**src/rtl/img_feed_pkg.sv**
```systemverilog
// Shared constants for the image column path: default pixel width, column width
// and the byte-lane placement of the three rows inside a column word.
package img_feed_pkg;

  localparam int unsigned DEF_PIX_W = 8;
  localparam int unsigned DEF_COL_W = 3 * DEF_PIX_W;

  // Lane index of each row inside a column word (lane 0 is the LSBs).
  localparam int unsigned LANE_BOT = 0;  // current row
  localparam int unsigned LANE_MID = 1;  // row-1
  localparam int unsigned LANE_TOP = 2;  // row-2

  // Bit offset of a lane for a given pixel width.
  function automatic int unsigned lane_lsb(input int unsigned lane, input int unsigned pix_w);
    return lane * pix_w;
  endfunction

endpackage

```
**src/rtl/line_mem.sv**
```systemverilog
// Single row line memory: combinational read and clocked write at the same address,
// so a read in the write cycle returns the previous contents.
//   clk      clock
//   we       write enable
//   addr     shared read/write address (column index)
//   wdata    write data
//   rdata_c  read data (combinational, old contents)
module line_mem #(
  parameter int unsigned DEPTH = 32,
  parameter int unsigned WIDTH = 8
) (
  input  logic                     clk,
  input  logic                     we,
  input  logic [$clog2(DEPTH)-1:0] addr,
  input  logic [WIDTH-1:0]         wdata,
  output logic [WIDTH-1:0]         rdata_c
);

  logic [WIDTH-1:0] mem [DEPTH];

  // Contents are never reset; the consumer masks rows that are not yet written.
  assign rdata_c = mem[addr];

  always_ff @(posedge clk) begin
    if (we) begin
      mem[addr] <= wdata;
    end
  end

endmodule

```
**src/rtl/img_col_feeder.sv**
```systemverilog
// Raster-to-column converter: for each accepted pixel emits {row-2, row-1, row}
// at the same column, one cycle later, with window/row/frame qualifiers.
//   clk, rst          clock, synchronous active-high reset
//   flush             synchronous restart of the frame at (0,0)
//   pix_in/pix_valid/pix_ready   raster pixel input handshake
//   col_out/col_valid/out_ready  column output handshake
//   win_valid         column completes a full 3x3 window (row>=2, col>=2)
//   row_last          column is the last of its row
//   frame_done        one-cycle pulse when the last pixel of the frame is accepted
module img_col_feeder
  import img_feed_pkg::*;
#(
  parameter int unsigned PIX_W = DEF_PIX_W,
  parameter int unsigned IMG_W = 32,
  parameter int unsigned IMG_H = 32
) (
  input  logic               clk,
  input  logic               rst,
  input  logic               flush,
  input  logic [PIX_W-1:0]   pix_in,
  input  logic               pix_valid,
  output logic               pix_ready,
  output logic [3*PIX_W-1:0] col_out,
  output logic               col_valid,
  input  logic               out_ready,
  output logic               win_valid,
  output logic               row_last,
  output logic               frame_done
);

  localparam int unsigned CW = $clog2(IMG_W);
  localparam int unsigned RW = $clog2(IMG_H);

  logic [CW-1:0]      col_cnt;
  logic [RW-1:0]      row_cnt;
  logic               accept;
  logic               col_end;
  logic               row_end;
  logic [PIX_W-1:0]   lb0_rd_c;
  logic [PIX_W-1:0]   lb1_rd_c;
  logic [PIX_W-1:0]   top_pix;
  logic [PIX_W-1:0]   mid_pix;
  logic [3*PIX_W-1:0] col_next;

  // A held output blocks new pixels; flush drops whatever is presented.
  assign pix_ready = !flush && (!col_valid || out_ready);
  assign accept    = pix_valid && pix_ready;
  assign col_end   = (col_cnt == CW'(IMG_W - 1));
  assign row_end   = (row_cnt == RW'(IMG_H - 1));

  // lb0 holds row-1, lb1 holds row-2; lb1 takes lb0's old word as lb0 takes the pixel.
  line_mem #(.DEPTH(IMG_W), .WIDTH(PIX_W)) u_lb0 (
    .clk     (clk),
    .we      (accept),
    .addr    (col_cnt),
    .wdata   (pix_in),
    .rdata_c (lb0_rd_c)
  );

  line_mem #(.DEPTH(IMG_W), .WIDTH(PIX_W)) u_lb1 (
    .clk     (clk),
    .we      (accept),
    .addr    (col_cnt),
    .wdata   (lb0_rd_c),
    .rdata_c (lb1_rd_c)
  );

  // Rows above the top of the frame read as zero, hiding stale line memory contents.
  assign top_pix = (row_cnt >= RW'(2)) ? lb1_rd_c : '0;
  assign mid_pix = (row_cnt != '0)     ? lb0_rd_c : '0;

  // Pack the column word by lane.
  always_comb begin
    col_next = '0;
    col_next[lane_lsb(LANE_TOP, PIX_W) +: PIX_W] = top_pix;
    col_next[lane_lsb(LANE_MID, PIX_W) +: PIX_W] = mid_pix;
    col_next[lane_lsb(LANE_BOT, PIX_W) +: PIX_W] = pix_in;
  end

  // Position counters and registered output stage.
  always_ff @(posedge clk) begin
    if (rst) begin
      col_cnt    <= '0;
      row_cnt    <= '0;
      col_out    <= '0;
      col_valid  <= 1'b0;
      win_valid  <= 1'b0;
      row_last   <= 1'b0;
      frame_done <= 1'b0;
    end else if (flush) begin
      col_cnt    <= '0;
      row_cnt    <= '0;
      col_valid  <= 1'b0;
      win_valid  <= 1'b0;
      row_last   <= 1'b0;
      frame_done <= 1'b0;
    end else begin
      frame_done <= 1'b0;
      if (accept) begin
        col_out    <= col_next;
        col_valid  <= 1'b1;
        win_valid  <= (row_cnt >= RW'(2)) && (col_cnt >= CW'(2));
        row_last   <= col_end;
        frame_done <= col_end && row_end;
        if (col_end) begin
          col_cnt <= '0;
          row_cnt <= row_end ? '0 : row_cnt + RW'(1);
        end else begin
          col_cnt <= col_cnt + CW'(1);
        end
      end else if (out_ready) begin
        col_valid <= 1'b0;
      end
    end
  end

endmodule

```
**config.mk**
```make
export PLATFORM = sky130hd
export DESIGN_NAME = img_col_feeder
export DESIGN_NICKNAME = d
export VERILOG_FILES = /design/src/rtl/img_feed_pkg.sv /design/src/rtl/line_mem.sv /design/src/rtl/img_col_feeder.sv
export SDC_FILE = /design/constraint.sdc
export NUM_CORES = 1
export LEC_CHECK = 0
export ABC_AREA = 1
export BUFFER_PORTS_ARGS = -buffer_cell sky130_fd_sc_hd__buf_4
export CAP_MARGIN = 20
export CORE_ASPECT_RATIO = 0.75
export CORE_MARGIN = 5
export CORE_UTILIZATION = 40
export CTS_CLUSTER_SIZE = 25
export DETAILED_ROUTE_END_ITERATION = 7
export GPL_ROUTABILITY_DRIVEN = 0
export PLACE_DENSITY_LB_ADDON = 0.12
export SETUP_SLACK_MARGIN = 0.5
export SLEW_MARGIN = 15
export SYNTH_ARGS = -nofsm -noshare
export SYNTH_HDL_FRONTEND = slang
export SYNTH_SLANG_ARGS = --single-unit
```
**constraint.sdc**
```tcl
create_clock -name clk -period 9.1 [get_ports clk]
set_clock_uncertainty 0.2 [all_clocks]
set_input_delay 1.82 -clock clk [delete_from_list [all_inputs] [get_ports clk]]
set_output_delay 1.82 -clock clk [all_outputs]
set_load 0.01 [all_outputs]
```
# Yosys cells after proc, flatten, opt, wreduce, memory -nomap -nowiden
# Memories as Yosys holds them, arrays and structs flattened. A register that Yosys moved wholly into a read port is not among the register bits.
# Index checks and enable logic that the tools add are counted.
# classes
magnitude_cmp	2
n_reduce_logical	13
bitwise_logic	2
n_eq_ne	2
muxes	12
addsub	2
# ops
op	n
$mux 5	6
$mux 8	2
$add 5x1->5 const B	2
$eq 5x5->1 const B	2
$ge 5x2->1 const B	2
$reduce_bool 5->1	1
$logic_and 1x1->1	4
$mux 1	4
$reduce_and 2->1	2
$reduce_or 3->1	1
$logic_not 1->1	2
$not 1->1	2
$reduce_bool 2->1	1
$reduce_or 2->1	1
$logic_or 1x1->1	1
# word_totals
regBits	38
mem_bits_rw	512
inputBits	13
mem_count	2
out_inout_bits	29
word_cells	42
# memory_table
name	depth	word_bits	read_ports	rd_clocked_by_memory_dff	wr	line	rtl
u_lb0.mem	32	8	1	1	1	line_mem.sv:19	logic [WIDTH-1:0] mem [DEPTH];
u_lb1.mem	32	8	1	1	1	line_mem.sv:19	

# Longest topological paths before layout
# logic_depth
word_depth	6
ltp_mapped	12
depth_no_buf	9

# Cells and area by module
# From an unflattened synthesis, not the netlist that was laid out.
# unflattened
cells_unflattened	2314
hier_area_um2	23259.8
# modules_own_cells
mod	cells_per_inst	seq_area_each_um2	n_inst	area_per_inst_um2
line_mem	1055	7687.4	2	10827.9
img_col_feeder	204	760.7	1	1604.0

# Least setup slack after synthesis
# OpenSTA, ideal clock, no wires.
# synth_timing
path_type	input to register
from	input out_ready
to	memory u_lb0.mem[15][0] (enable)
setup_ns	0.409
arrival_ns	3.711
required_ns	8.491
setup_slack_ns	4.780
cell_stages	6
path_cell_list	inv_1 > a21oi_2 > nand2_1 > buf_2 > clkbuf_1 > nor3_1
# synth_via
elab_chain_len	5
# synth_rtl
element	line	rtl
from (decl)	img_col_feeder.sv:25	input logic out_ready,
$logic_or 1x1->1	img_col_feeder.sv:46	assign pix_ready = !flush && (!col_valid || out_ready);
$logic_and 1x1->1	img_col_feeder.sv:46	
via pix_ready	img_col_feeder.sv:22	output logic pix_ready,
$logic_and 1x1->1	img_col_feeder.sv:47	assign accept = pix_valid && pix_ready;
$mux 1	line_mem.sv:25	if (we) begin
$mux 1 (not written as such)	line_mem.sv:26	mem[addr] <= wdata;
to (decl)	line_mem.sv:19	
# The timed path passes the listed nets, and every way through them passes these cells.

==> impl_results.md <==
* Period utilization at between 50% and 60%
* Hold slack at about 0.27 ns
* Yosys reg bits at 555
* Hold Path Cell Cnt at 2
* Setup TNS Final at 0 ns
* Antenna violations before repair at 2
* Crit path DAT at between 4 and 5 ns
* Yosys cell types at 29
* Drt drc at 0
* Highest clock rate at between 200 and 250 MHz
* Mapped Cells at just under 2k
* Skew-Pair Late Insertion Delay at between 0.5 and 0.6 ns
* Endpoints failing setup at 0
* Worst vdd ir at roughly 150 µV
* Buf/Inv on CP at 2
* Post-CTS Hold Fix Bufs at 0
* Initial core utilization at around 40%
* Worst Tran Pin Value at ~1.1 ns
* Maximum root-to-sink buffer count at 3
* Post-DP HPWL at approximately 36,000 µm
* Rows at 75
* Grt ovf at 0
* Gr usage total at a little over a fifth
* Top Ports at 42
* WP data required at 9.12 ns
* Status: finished clean
* Area delta synth->final at 11.7%
* Minimum clock period at between 4 and 5 ns
* RSZ-0062 raised after global routing: false
* Initial drt markers at between 1.5k and 2k
* Pins Over Slew Limit at 0
* Yosys warns at 0
* Worst path depth at 9
* Drt pass-1 iters at 6
* Layout cells sized above 1 at between 8 and 9%
* Post_cts resized at 0
* Final worst slack at approximately 4.4 ns
* Final hold violation count at 0
* Routed len/inst at about 24 µm
* Drt total wl at 66,200 µm
* Dpl ws at between 4 and 5 ns
* CP top delay family: simple AND/OR/NAND/NOR gates
* Pin count of the biggest net entering global routing at 160
* DR vias/cell at approximately 5.4
* Global-route wire length before repair at 96,000 µm
* Syn Nets at 1,985
* Largest stage delay, worst path at ~0.86 ns
* Antenna fix cells at 0
* M1 WL at around 31,000 µm
* Clock Sinks at 555
* Htree depth at 2
* Die height at about 220 µm
* Post-CTS Setup Inserts at 0
* Finished Layout Cells at between 2k and 3k
* Reg clk slew, reported paths at around 0.060 ns
* Worst Setup End Kind: flop
* Antenna Nets Post-Route at 0
* WL met3 at 4920 µm
* Die area at 61,300 µm²
* Max FO, Critical Path at 84
* Type of the worst setup path: reg2reg
* Root Buffer: clkbuf_16
* Core area at 55,800 µm²
* Power Density at between 200 and 250 nW/µm²
* CTS tree: built
* Seq/Total Area, Yosys at between 70% and 80%
* DR top layer: met4
* Top cell type's share of synthesized area at about two thirds
* Worst hold path class: reg2reg
* Post-synthesis cell area at 22,500 µm²
* R2R cell count at 9
* Leakage at roughly 9.0 nW
* Startpoint type of the worst setup path: flop
* Dpl cells at roughly 2.7k
* Number of port buffers at between 40 and 50
* Area of placed instances at 23,500 µm²
* Relative slew margins at a little over a quarter
* Cell-by-cell trace of the critical path: buf_4 -> buf_4 -> nand2_1 -> nand3_1 -> nand3_1 -> nand2_1 -> nand2_1 -> nand3_1 -> and2_1
* Number of filler cells placed in the layout at 5,126
* Die width at roughly 280 µm
* Max-Cap Viols at 0
* Final nets at ~2k
* DR vias at around 15k
* Final instance area at roughly 25,000 µm²
* Cell taking the most area after synthesis: edfxtp_1
* Routed length on met2 at about 28,000 µm
* Critical-path top delay cell: and2_1
* Vias in the first global route at about 14k
* Top post-synthesis cells by area: edfxtp_1, nand2_1, nand3_1
* CTS buffer count at 53
* Post-Syn Area per Cell at 11.5 µm²
[worst reg2reg max path: stages (launching register included)]
cell and delay, ns:
dfxtp_4 0.70, buf_4 0.89, buf_4 0.82, nand2_1 0.12
nand3_1 0.12, nand3_1 0.10, nand2_1 0.23, nand2_1 0.10
nand3_1 0.15, and2_1 0.86
[layout by cell type, fill, tap and decap left out, types with 2 or more instances in the layout]
cell type / instances
clkinv_1: 11
nor3_1: 6
edfxtp_1: 512
clkbuf_16: 53
and2_2: 2
a211oi_1: 3
buf_4: 89
nor3b_1: 2
bufinv_16: 6
clkinvlp_4: 4
ha_1: 9
nand3_1: 408
inv_6: 2
dfxtp_1: 40
inv_1: 21
buf_8: 2
and2_1: 6
o21ai_0: 2
clkbuf_1: 12
clkinv_2: 8
nor2_1: 36
nor3_2: 4
buf_6: 2
a21oi_1: 32
nand2_1: 747
dfxtp_4: 2
[logic make-up after synthesis]
kind of cell / count (synthesis) / synth area share, %
adders and majority gates: 9 / 0.500
DFF: 555 / 72.0
AOI/OAI and AO/OA: 43 / 1.14
and+or+nand+nor: 1214 / 22.7
buffers and inverters: 142 / 3.66
[per-layer routing]
metal  global-route usage [%]  up-vias
li1                         -     6880
met1                     32.8     7343
met2                     31.1      519
met3                     3.54       78
met4                     4.68        0
met5                        0        -
[power by group]
group | leakage (nW) | switching [mW] | internal [mW]
combinational | 3.26 | 0.172 | 0.0515
sequential | 4.95 | 0.00810 | 2.81
clock | 0.806 | 0.948 | 1.24
total | 9.02 | 1.13 | 4.10
[state kept, by name (all words and copies together), names as in the netlist, named ones only]
name        flops
col_cnt         5
col_out        24
col_valid       1
frame_done      1
row_cnt         5
row_last        1
u_lb0.mem     256
u_lb1.mem     256
win_valid       1
[cells in the mapped netlist]
| cell type | number |
|---|---|
| o21bai_1 | 1 |
| nor3b_1 | 2 |
| buf_4 | 15 |
| clkinv_4 | 1 |
| buf_6 | 21 |
| a41oi_2 | 1 |
| edfxtp_1 | 512 |
| a21oi_4 | 1 |
| o21ai_0 | 2 |
| buf_1 | 14 |
| nor2_1 | 36 |
| inv_2 | 1 |
| and2_1 | 8 |
| a21oi_2 | 1 |
| ha_1 | 9 |
| buf_8 | 1 |
| nand2_1 | 748 |
| nand4_1 | 1 |
| o21a_1 | 1 |
| nor3_1 | 10 |
| dfxtp_1 | 43 |
| inv_1 | 22 |
| a21oi_1 | 32 |
| o31ai_1 | 1 |
| nand3_1 | 408 |
| buf_2 | 50 |
| a211oi_1 | 3 |
| nor4_1 | 1 |
| clkbuf_1 | 17 |
[final timing paths]
kind	startpoint	endpoint	slack (ns)
hold / removal	col_out[18]	col_out[18]	0.27
setup / recovery	flop	u_lb1.mem[24][3]	4.43
setup reg to reg	flop	u_lb1.mem[24][3]	4.43
hold reg to reg	col_out[18]	col_out[18]	0.27
[final cells by class]
cell class / instances / area (µm²) / area share (%)
repair buffers: 94 / 741 / 2.94
flip-flops and latches: 555 / 16200 / 64.5
clock buffers: 65 / 1370 / 5.44
well taps: 731 / 915 / 3.63
clock inverters: 31 / 309 / 1.23
multi-input cells: 1266 / 5510 / 21.9
inverters: 24 / 101 / 0.402
[through the flow]
| stage | power, mW | util (%) |
|---|---|---|
| 3_3_place_gp | 3.09 | 42.0 |
| 4_1_cts | 5.26 | 45.0 |
| 2_1_floorplan | 3.00 | - |
| 3_5_place_dp | 3.09 | 42.0 |
| 5_1_grt | 5.39 | 45.1 |
| 6_report | 5.23 | 45.1 |
No activity file was read; power rests on OpenSTA's default activity.
